**src/rtl/studio_keypad_pkg.sv**
```systemverilog
// Shared types, limits and the power-on scancode table for the keypad front end.
package studio_keypad_pkg;

  localparam int unsigned MAX_PADS = 4;
  localparam int unsigned MAX_KEYS = 16;

  // {extended, scancode}
  typedef logic [8:0] scan_code_t;

  // Table filler that no real event can select (the lookup also skips it explicitly)
  localparam scan_code_t SCAN_NONE = 9'h1FF;

  // Pad 0: digit row 0..9
  localparam logic [7:0] PAD0_CODES [10] = '{
    8'h45, 8'h16, 8'h1E, 8'h26, 8'h25, 8'h2E, 8'h36, 8'h3D, 8'h3E, 8'h46
  };

  // Pad 1: P Q W E R T Y U I O
  localparam logic [7:0] PAD1_CODES [10] = '{
    8'h4D, 8'h15, 8'h1D, 8'h24, 8'h2D, 8'h2C, 8'h35, 8'h3C, 8'h43, 8'h44
  };

  // Power-on mapping for one (pad, key) entry
  function automatic scan_code_t default_code(input logic [1:0] pad, input logic [3:0] key);
    scan_code_t code;
    code = SCAN_NONE;
    if (key < 4'd10) begin
      if (pad == 2'd0) code = {1'b0, PAD0_CODES[key]};
      if (pad == 2'd1) code = {1'b0, PAD1_CODES[key]};
    end
    return code;
  endfunction

endpackage

```
**src/rtl/studio_key_cell.sv**
```systemverilog
// One key: a down bit plus a tick-driven hold counter so short taps stay visible.
module studio_key_cell #(
  parameter int unsigned HOLD_TICKS = 3
) (
  input  logic clk_sys,
  input  logic reset_n,
  input  logic press,
  input  logic rel,
  input  logic tick,
  input  logic clear,
  output logic visible
);

  localparam int unsigned HoldW = (HOLD_TICKS == 0) ? 1 : $clog2(HOLD_TICKS + 1);
  localparam logic [HoldW-1:0] HoldLoad = HoldW'(HOLD_TICKS);

  logic             down_q, down_d;
  logic [HoldW-1:0] hold_q, hold_d;

  // Next state: clear beats everything, a press load beats a tick decrement
  always_comb begin
    down_d = down_q;
    hold_d = hold_q;
    if (clear) begin
      down_d = 1'b0;
      hold_d = '0;
    end else begin
      if (press) begin
        down_d = 1'b1;
      end else if (rel) begin
        down_d = 1'b0;
      end
      if (press) begin
        hold_d = HoldLoad;
      end else if (tick && (hold_q != '0)) begin
        hold_d = hold_q - HoldW'(1);
      end
    end
  end

  // State register
  always_ff @(posedge clk_sys or negedge reset_n) begin
    if (!reset_n) begin
      down_q <= 1'b0;
      hold_q <= '0;
    end else begin
      down_q <= down_d;
      hold_q <= hold_d;
    end
  end

  assign visible = down_q | (hold_q != '0);

endmodule

```
**src/rtl/studio_keypad_scan.sv**
```systemverilog
// PS/2 key events -> remappable table -> per-pad key states, key-select latch and EF flags.
module studio_keypad_scan
  import studio_keypad_pkg::*;
#(
  parameter int unsigned NUM_PADS     = 2,
  parameter int unsigned KEYS_PER_PAD = 10,
  parameter int unsigned HOLD_TICKS   = 3,
  parameter int unsigned PORT_SEL     = 1,
  parameter int unsigned EF_INVERT    = 0
) (
  input  logic                             clk_sys,
  input  logic                             reset_n,
  input  logic [10:0]                      ps2_key,
  input  logic [2:0]                       io_n,
  input  logic                             io_out,
  input  logic [7:0]                       cpu_dout,
  input  logic                             tick,
  input  logic                             clear_all,
  input  logic                             map_we,
  input  logic [5:0]                       map_idx,
  input  logic [8:0]                       map_code,
  output logic [3:0]                       keylatch,
  output logic [NUM_PADS*KEYS_PER_PAD-1:0] key_state,
  output logic [NUM_PADS-1:0]              ef_keys
);

  localparam logic EfInv = (EF_INVERT != 0);

  logic       toggle_q;
  logic       primed_q;
  logic       key_evt;
  scan_code_t evt_code;

  scan_code_t map_q [NUM_PADS][KEYS_PER_PAD];

  logic [NUM_PADS-1:0][KEYS_PER_PAD-1:0] hit;
  logic [NUM_PADS-1:0][KEYS_PER_PAD-1:0] vis;
  logic [NUM_PADS-1:0]                   ef_d;

  // The first clock after reset only samples the toggle, so a stale 1 is not a press
  assign key_evt  = primed_q && (ps2_key[10] != toggle_q);
  assign evt_code = {ps2_key[8], ps2_key[7:0]};

  // Toggle edge detector and priming flag
  always_ff @(posedge clk_sys or negedge reset_n) begin
    if (!reset_n) begin
      toggle_q <= 1'b0;
      primed_q <= 1'b0;
    end else begin
      toggle_q <= ps2_key[10];
      primed_q <= 1'b1;
    end
  end

  // Scancode table; out-of-range indices simply match no entry
  always_ff @(posedge clk_sys or negedge reset_n) begin
    if (!reset_n) begin
      for (int p = 0; p < NUM_PADS; p++) begin
        for (int k = 0; k < KEYS_PER_PAD; k++) begin
          map_q[p][k] <= default_code(2'(p), 4'(k));
        end
      end
    end else begin
      for (int p = 0; p < NUM_PADS; p++) begin
        for (int k = 0; k < KEYS_PER_PAD; k++) begin
          if (map_we && (map_idx == 6'(p * 16 + k))) map_q[p][k] <= map_code;
        end
      end
    end
  end

  // Parallel lookup against the pre-write table contents
  always_comb begin
    hit = '0;
    for (int p = 0; p < NUM_PADS; p++) begin
      for (int k = 0; k < KEYS_PER_PAD; k++) begin
        hit[p][k] = key_evt && (map_q[p][k] != SCAN_NONE) && (map_q[p][k] == evt_code);
      end
    end
  end

  for (genvar p = 0; p < NUM_PADS; p++) begin : g_pad
    for (genvar k = 0; k < KEYS_PER_PAD; k++) begin : g_key
      studio_key_cell #(
        .HOLD_TICKS(HOLD_TICKS)
      ) u_cell (
        .clk_sys(clk_sys),
        .reset_n(reset_n),
        .press  (hit[p][k] && ps2_key[9]),
        .rel    (hit[p][k] && !ps2_key[9]),
        .tick   (tick),
        .clear  (clear_all),
        .visible(vis[p][k])
      );
    end
  end

  assign key_state = vis;

  // Key-select latch loaded from the CPU OUT cycle on the chosen port
  always_ff @(posedge clk_sys or negedge reset_n) begin
    if (!reset_n) begin
      keylatch <= 4'd0;
    end else if (io_out && (io_n == 3'(PORT_SEL))) begin
      keylatch <= cpu_dout[3:0];
    end
  end

  // Selected key per pad; a latch value past the last key reads as released
  always_comb begin
    ef_d = '0;
    for (int p = 0; p < NUM_PADS; p++) begin
      for (int k = 0; k < KEYS_PER_PAD; k++) begin
        if (keylatch == 4'(k)) ef_d[p] = vis[p][k];
      end
    end
  end

  // Registered EF flags
  always_ff @(posedge clk_sys or negedge reset_n) begin
    if (!reset_n) begin
      ef_keys <= {NUM_PADS{EfInv}};
    end else begin
      ef_keys <= ef_d ^ {NUM_PADS{EfInv}};
    end
  end

endmodule
```
**config.mk**
```make
export PLATFORM = sky130hd
export DESIGN_NAME = studio_keypad_scan
export DESIGN_NICKNAME = d
export VERILOG_FILES = /design/src/rtl/studio_keypad_pkg.sv /design/src/rtl/studio_key_cell.sv /design/src/rtl/studio_keypad_scan.sv
export SDC_FILE = /design/constraint.sdc
export NUM_CORES = 1
export LEC_CHECK = 0
export BUFFER_PORTS_ARGS = -buffer_cell sky130_fd_sc_hd__buf_2
export CAP_MARGIN = 20
export CORE_MARGIN = 10
export CORE_UTILIZATION = 55
export DETAILED_ROUTE_END_ITERATION = 10
export GPL_ROUTABILITY_DRIVEN = 0
export HOLD_SLACK_MARGIN = 0.08
export PLACE_DENSITY = 0.76
export SYNTH_ARGS = -nofsm -noshare
export SYNTH_HDL_FRONTEND = slang
export SYNTH_HIERARCHICAL = 1
export SYNTH_SLANG_ARGS = --single-unit
```
**constraint.sdc**
```tcl
create_clock -name clk_sys -period 2.2 [get_ports clk_sys]
set_input_delay 0.11 -clock clk_sys [delete_from_list [all_inputs] [get_ports clk_sys]]
set_output_delay 0.11 -clock clk_sys [all_outputs]
set_load 0.005 [all_outputs]
```
After elaboration in Yosys (flattened, before gate mapping)
Index checks and enable logic that the tools add are counted.
{ "totals": {"input_bits": 43, "wordCells": 499, "out_inout_bits": 26, "reg_bits": 248} }
{ "classes": {"eq_ne": 70, "muxes": 140, "n_reduce_logical": 185, "bitwise_logic": 20, "addsub": 20} }
{ "ops": {"columns": ["operator", "n"], "rows": [
  ["$eq A9 B9 Y1", 20],
  ["$ne A9 B9 Y1 const B", 20],
  ["$logic_and A1 B1 Y1", 122],
  ["$mux W2", 60],
  ["$reduce_bool A3 Y1", 40],
  ["$mux W1", 80],
  ["$eq A6 B5 Y1 const B", 10],
  ["$reduce_bool A2 Y1", 20],
  ["$sub A2 B1 Y2 const B", 20],
  ["$eq A6 B3 Y1 const B", 4],
  ["$or A1 B1 Y1", 20],
  ["$eq A4 B3 Y1 const B", 4],
  ["$eq A6 B2 Y1 const B", 2],
  ["$eq A6 B4 Y1 const B", 2],
  ["$eq A4 B2 Y1 const B", 2],
  ["$eq A4 B4 Y1 const B", 2],
  ["$eq A6 B1 Y1 const B", 1],
  ["$logic_not A6 Y1", 1],
  ["$eq A4 B1 Y1 const B", 1],
  ["$logic_not A4 Y1", 1],
  ["$eq A3 B1 Y1 const B", 1],
  ["$logic_not A1 Y1", 1],
  ["$ne A1 B1 Y1", 1]
]} }

Longest topological paths before layout
{ "depth": {"depth_word": 12, "ltp_mapped": 8, "mapped_depth_nobuf": 7} }

Modules after synthesis
The synthesis kept the hierarchy.
{ "by_module_without_submodules": {"columns": ["module", "n_inst", "area_per_inst_um2", "seq_area_each_um2", "cells_each"], "rows": [
  ["studio_keypad_scan", 1, 10085.9, 4792.1, 838],
  ["studio_key_cell", 20, 175.2, 75.1, 16]
]} }

Least setup slack after synthesis
No wires, ideal clock.
{ "synth_path": {"kind": "input to register", "from": "in ps2_key[5]", "to": "reg g_pad[0].g_key[9].u_cell.hold_q[1]", "setup_time_ps": 96, "n_path_buf": 1, "stages": 7, "required_ps": 2104, "setup_slack_ps": 33, "arrival_ps": 2071, "cell_sequence": "clkbuf_1 xor2_1 nor4_1 nand4_1 a2111oi_0 and4bb_1 a311oi_2"} }
{ "synth_via": {"elab_chain_cells": 5, "elab_cells_between_ends": 6, "classes_between": "eq/ne: 1; mux: 2; reduce/logical: 3"} }
{ "synth_lines": {"columns": ["element", "line_no", "rtl"], "rows": [
  ["from (decl)", "studio_keypad_scan.sv:13", "input logic [10:0] ps2_key,"],
  ["$eq A9 B9 Y1 *", "studio_keypad_scan.sv:77", "hit[p][k] = key_evt && (map_q[p][k] != SCAN_NONE) && (map_q[p][k] == evt_code);"],
  ["$logic_and A1 B1 Y1 *", "studio_keypad_scan.sv:77", null],
  ["$logic_and A1 B1 Y1 *", "studio_keypad_scan.sv:89", ".press (hit[p][k] && ps2_key[9]),"],
  ["$mux W2", "studio_key_cell.sv:33", "if (press) begin"],
  ["$mux W2", "studio_key_cell.sv:24", "if (clear) begin"],
  ["to (signal assigned)", "studio_key_cell.sv:48", "hold_q <= hold_d;"],
  ["to (decl)", "studio_key_cell.sv:18", "logic [HoldW-1:0] hold_q, hold_d;"]
]} }
Every way passes the cells marked *; elsewhere a longest branch is shown, timed or not.
A chain may end at the register's enable or synchronous reset.

Final worst setup path
{ "layout_path": {"from": "reg map_q[96] (netlist name)", "to": "reg g_pad[0].g_key[9].u_cell.hold_q[1]"} }
{ "layout_via": {"elab_chain_cells": 6, "elab_cells_between_ends": 8, "classes_between": "eq/ne: 2; mux: 2; reduce/logical: 4"} }
{ "layout_lines": {"columns": ["element", "line_no", "rtl"], "rows": [
  ["from (decl)", "studio_keypad_scan.sv:34", "scan_code_t map_q [NUM_PADS][KEYS_PER_PAD];"],
  ["from (signal, indexed assignment)", "studio_keypad_scan.sv:60", "map_q[p][k] <= default_code(2'(p), 4'(k));"],
  ["from (signal, indexed assignment)", "studio_keypad_scan.sv:66", "if (map_we && (map_idx == 6'(p * 16 + k))) map_q[p][k] <= map_code;"],
  ["$ne A9 B9 Y1", "studio_keypad_scan.sv:77", null],
  ["$logic_and A1 B1 Y1", "studio_keypad_scan.sv:77", null],
  ["$logic_and A1 B1 Y1 *", "studio_keypad_scan.sv:77", null],
  ["$logic_and A1 B1 Y1 *", "studio_keypad_scan.sv:89", null],
  ["$mux W2", "studio_key_cell.sv:33", null],
  ["$mux W2", "studio_key_cell.sv:24", null]
]} }
Marks and branches as above.

==> impl_metrics.toml <==
[run_status]
status = "completed"

[die]
die_h_um = 177
row_count = 57
die-area_um2 = 31400
fp.dieW_um = 177
number_of_top_level_pins = 69
core_um2 = 24300
floorplan.initialDensity_pct = 55.9

[grt]
grt_start_max_net_pins = 77
grt_pass1_vias = 9994
global_route.usage.met3_pct = 3.84
grt_use_total_pct = 21.8
grt_first_pass_wirelength_um = 55000
antenna_found_initial = 0
top_usage_layer = "met2"
groute.layer.met2.usage_pct = 34.9
met1_track_usage_gr_pct = 29.9
grt-ovfl-total = 0

[yosys]
sequential_cell_area_fraction_in_the_yosys_report_pct = 46.3
syn_area_per_cell_um2 = 11.7
yosys_warnings = 6
synth_enable_flop_cells = 0
synthCells = 1158
synth_flop_type = "sky130_fd_sc_hd__dfrtp_1"
synth_nets = 1221
distinct_cell_type_count_after_synthesis = 51
synth_async_sr_flop_share_pct = 100
ys_seq_elements = 248
synth.cell_area_um2 = 13600

[clock_tree]
cts_tree = "yes"
cts_max_path_buffers = 3
clk_latency_ns = 0.55
clk_pin_slew_worst_paths_ns = 0.06
cts_sinks = 248
htreeDepth = 1
cts.root.buffer_cell = "sky130_fd_sc_hd__clkbuf_16"
cts_buffers = 28
postCtsSetupRepairBufs = 0

[routing]
drc_violation_count_after_routing = 0
via_per_inst = 5.99
drt_pre_antenna_iters = 5
drt_first_iter_violations = 675
via_count = 9586
drt-total-wl_um = 34200
detail_route.wl_per_cell_um = 21.4
antenna_left = 0

[pwr]
cellPowerDensity_nw_per_um2 = 793
ir_worst_vdd_v = 0.000612
p_leak_nw = 6.81
totalPowerFinal_mw = 12.4

[placed_design]
hpwl_um = 22300
place_worst_setup_slack_ns = -0.0347
postPlaceCellArea_um2 = 14600
port_buffer_count = 64

[worst_setup_path]
timing.critical_path.arrival_ns = 2.56
timing.critical_path.to_type = "flip-flop"
timing.reg2reg.worst_path_depth = 7
timing.critical_path.fanout_max = 4
timing_worst_setup_path_type = "flip-flop to flip-flop"
reg2reg_launch_point = "map_q[96]"
worstSetupStartpointType = "flip-flop"
critPathRequiredTime_ns = 2.65
startpoint = "map_q[96]"

[final_layout]
final_core_utilization_pct = 64.3
area_growth_pct = 15.0
final_area_um2 = 15600
commonest_cells_after_routing_fill_and_taps_aside = "sky130_fd_sc_hd__dfrtp_1, sky130_fd_sc_hd__mux2_2, sky130_fd_sc_hd__xnor2_1, sky130_fd_sc_hd__xor2_1, sky130_fd_sc_hd__dfstp_2"
insertedDiodeCount = 0
design.final.nets = 1319
most_common_library_cell_in_the_layout_ignoring_fill_and_taps = "sky130_fd_sc_hd__dfrtp_1"
post_route_cells_drive_above_1_share_pct = 34.3
final.fill_count = 1825

[timing]
timing.final.crit_share_pct = 95.9
tightest_slew_ns = 0.765
setup_ws_ns = 0.0903
timing_hold_violations_final = 0
final.min_clock_period_ns = 2.11
fin_worst_hold_slack_ns = 0.143
fin_worst_skew_ns = 0.0171
final-max-slew-violation-count = 0
finalSetupViolations = 0
unrepaired_setup_endpoints_after_global_routing = "yes"
clock.fmax_ghz = 0.474
max_slew_headroom_pct = 48.3

[run]
cap_viol_max_count = 0

[min_path]
min_delay_path_depth = 3
startpoint_of_the_tightest_hold_check_path = "map_idx[0]"
hp-class = "input pin to flip-flop"
==> area by class of cell <==
type	instances	area (um^2)	share of cell area (%)
clock inverter	8	55.1	0.352
inverter	64	240	1.54
tap	324	405	2.59
multi-input combinational	795	6870	44.0
timing repair buffer	119	948	6.07
sequential	248	6290	40.3
clock buffer	43	817	5.23
==> power breakdown <==
group | switching, mW | internal [mW] | total, mW
Sequential | 0.512 | 5.24 | 5.76
Clock | 1.87 | 2.55 | 4.42
Combinational | 1.07 | 1.15 | 2.22
Total | 3.44 | 8.95 | 12.4
==> cells by family after synthesis <==
kind of cell / synth area share (%)
flops: 46.3
simple gates: 15.6
mux: 15.9
other cells: 0.0276
fa+ha+maj: 1.84
xor+xnor: 10.3
compound gates: 6.78
buf+inv: 3.27
==> layer usage <==
metal | vias up | wire, um
li1 | 4374 | -
met1 | 4842 | 15600
met2 | 305 | 15800
met3 | 65 | 2110
met4 | 0 | 740
met5 | - | 0
==> critical path, stage by stage, from the launching register on <==
cell,delay [ns]
sky130_fd_sc_hd__dfstp_2,0.55
sky130_fd_sc_hd__xor2_1,0.06
sky130_fd_sc_hd__nor4_1,0.30
sky130_fd_sc_hd__nand4_1,0.18
sky130_fd_sc_hd__a2111oi_2,0.35
sky130_fd_sc_hd__buf_4,0.17
sky130_fd_sc_hd__and4bb_1,0.18
sky130_fd_sc_hd__a311oi_2,0.22
==> per-stage QoR <==
stage / setup TNS, ns / cells
6_report: 0 / 1601
4_1_cts: 0 / 1601
2_1_floorplan: 0 / 1158
3_3_place_gp: 0 / 1538
3_5_place_dp: -0.0347 / 1538
5_1_grt: -0.0463 / 1601
==> what timing repair did <==
action,4_1_cts,5_1_grt
resized for setup,0,5
hold buffers,12,0
setup endpoints to repair,0,7
hold endpoints to repair,215,0
==> worst paths after layout <==
path | to | slack, ns
min in group asynchronous | map_q[26] | 0.15
min reg2reg | ef_keys[1] | 0.51
max reg2reg | g_pad[0].g_key[9].u_cell/hold_q[1] | 0.09
min | map_q[51] | 0.14
max | g_pad[0].g_key[9].u_cell/hold_q[1] | 0.09
max in group asynchronous | map_q[48] | 1.23
==> sequential cells by signal, indices dropped and copies added, names as in the netlist <==
| name | flops |
|---|---|
| map_q | 180 |
| g_pad.g_key.u_cell/hold_q | 40 |
| g_pad.g_key.u_cell/down_q | 20 |
| keylatch | 4 |
| ef_keys | 2 |
| primed_q | 1 |
| toggle_q | 1 |
==> synth_stat cells (20+ instances only) <==
| cell type | n | area share, % |
|---|---|---|
| sky130_fd_sc_hd__nor2_1 | 41 | 1.1 |
| sky130_fd_sc_hd__dfrtp_1 | 178 | 33 |
| sky130_fd_sc_hd__inv_1 | 64 | 1.8 |
| sky130_fd_sc_hd__nand4_1 | 59 | 2.7 |
| sky130_fd_sc_hd__and4bb_1 | 40 | 3.7 |
| sky130_fd_sc_hd__ha_1 | 20 | 1.8 |
| sky130_fd_sc_hd__a211oi_1 | 21 | 1.2 |
| sky130_fd_sc_hd__nand2b_1 | 43 | 2.0 |
| sky130_fd_sc_hd__dfstp_2 | 70 | 14 |
| sky130_fd_sc_hd__nand2_1 | 20 | 0.55 |
| sky130_fd_sc_hd__xor2_1 | 72 | 4.6 |
| sky130_fd_sc_hd__a311oi_2 | 20 | 2.2 |
| sky130_fd_sc_hd__or2b_1 | 20 | 1.1 |
| sky130_fd_sc_hd__nor4_1 | 20 | 0.92 |
| sky130_fd_sc_hd__xnor2_1 | 88 | 5.7 |
| sky130_fd_sc_hd__mux2_2 | 174 | 14 |
| sky130_fd_sc_hd__a21oi_1 | 22 | 0.81 |
| sky130_fd_sc_hd__o21ai_0 | 21 | 0.77 |
| sky130_fd_sc_hd__clkbuf_1 | 33 | 0.91 |
Power figures use the tool's default switching activity.
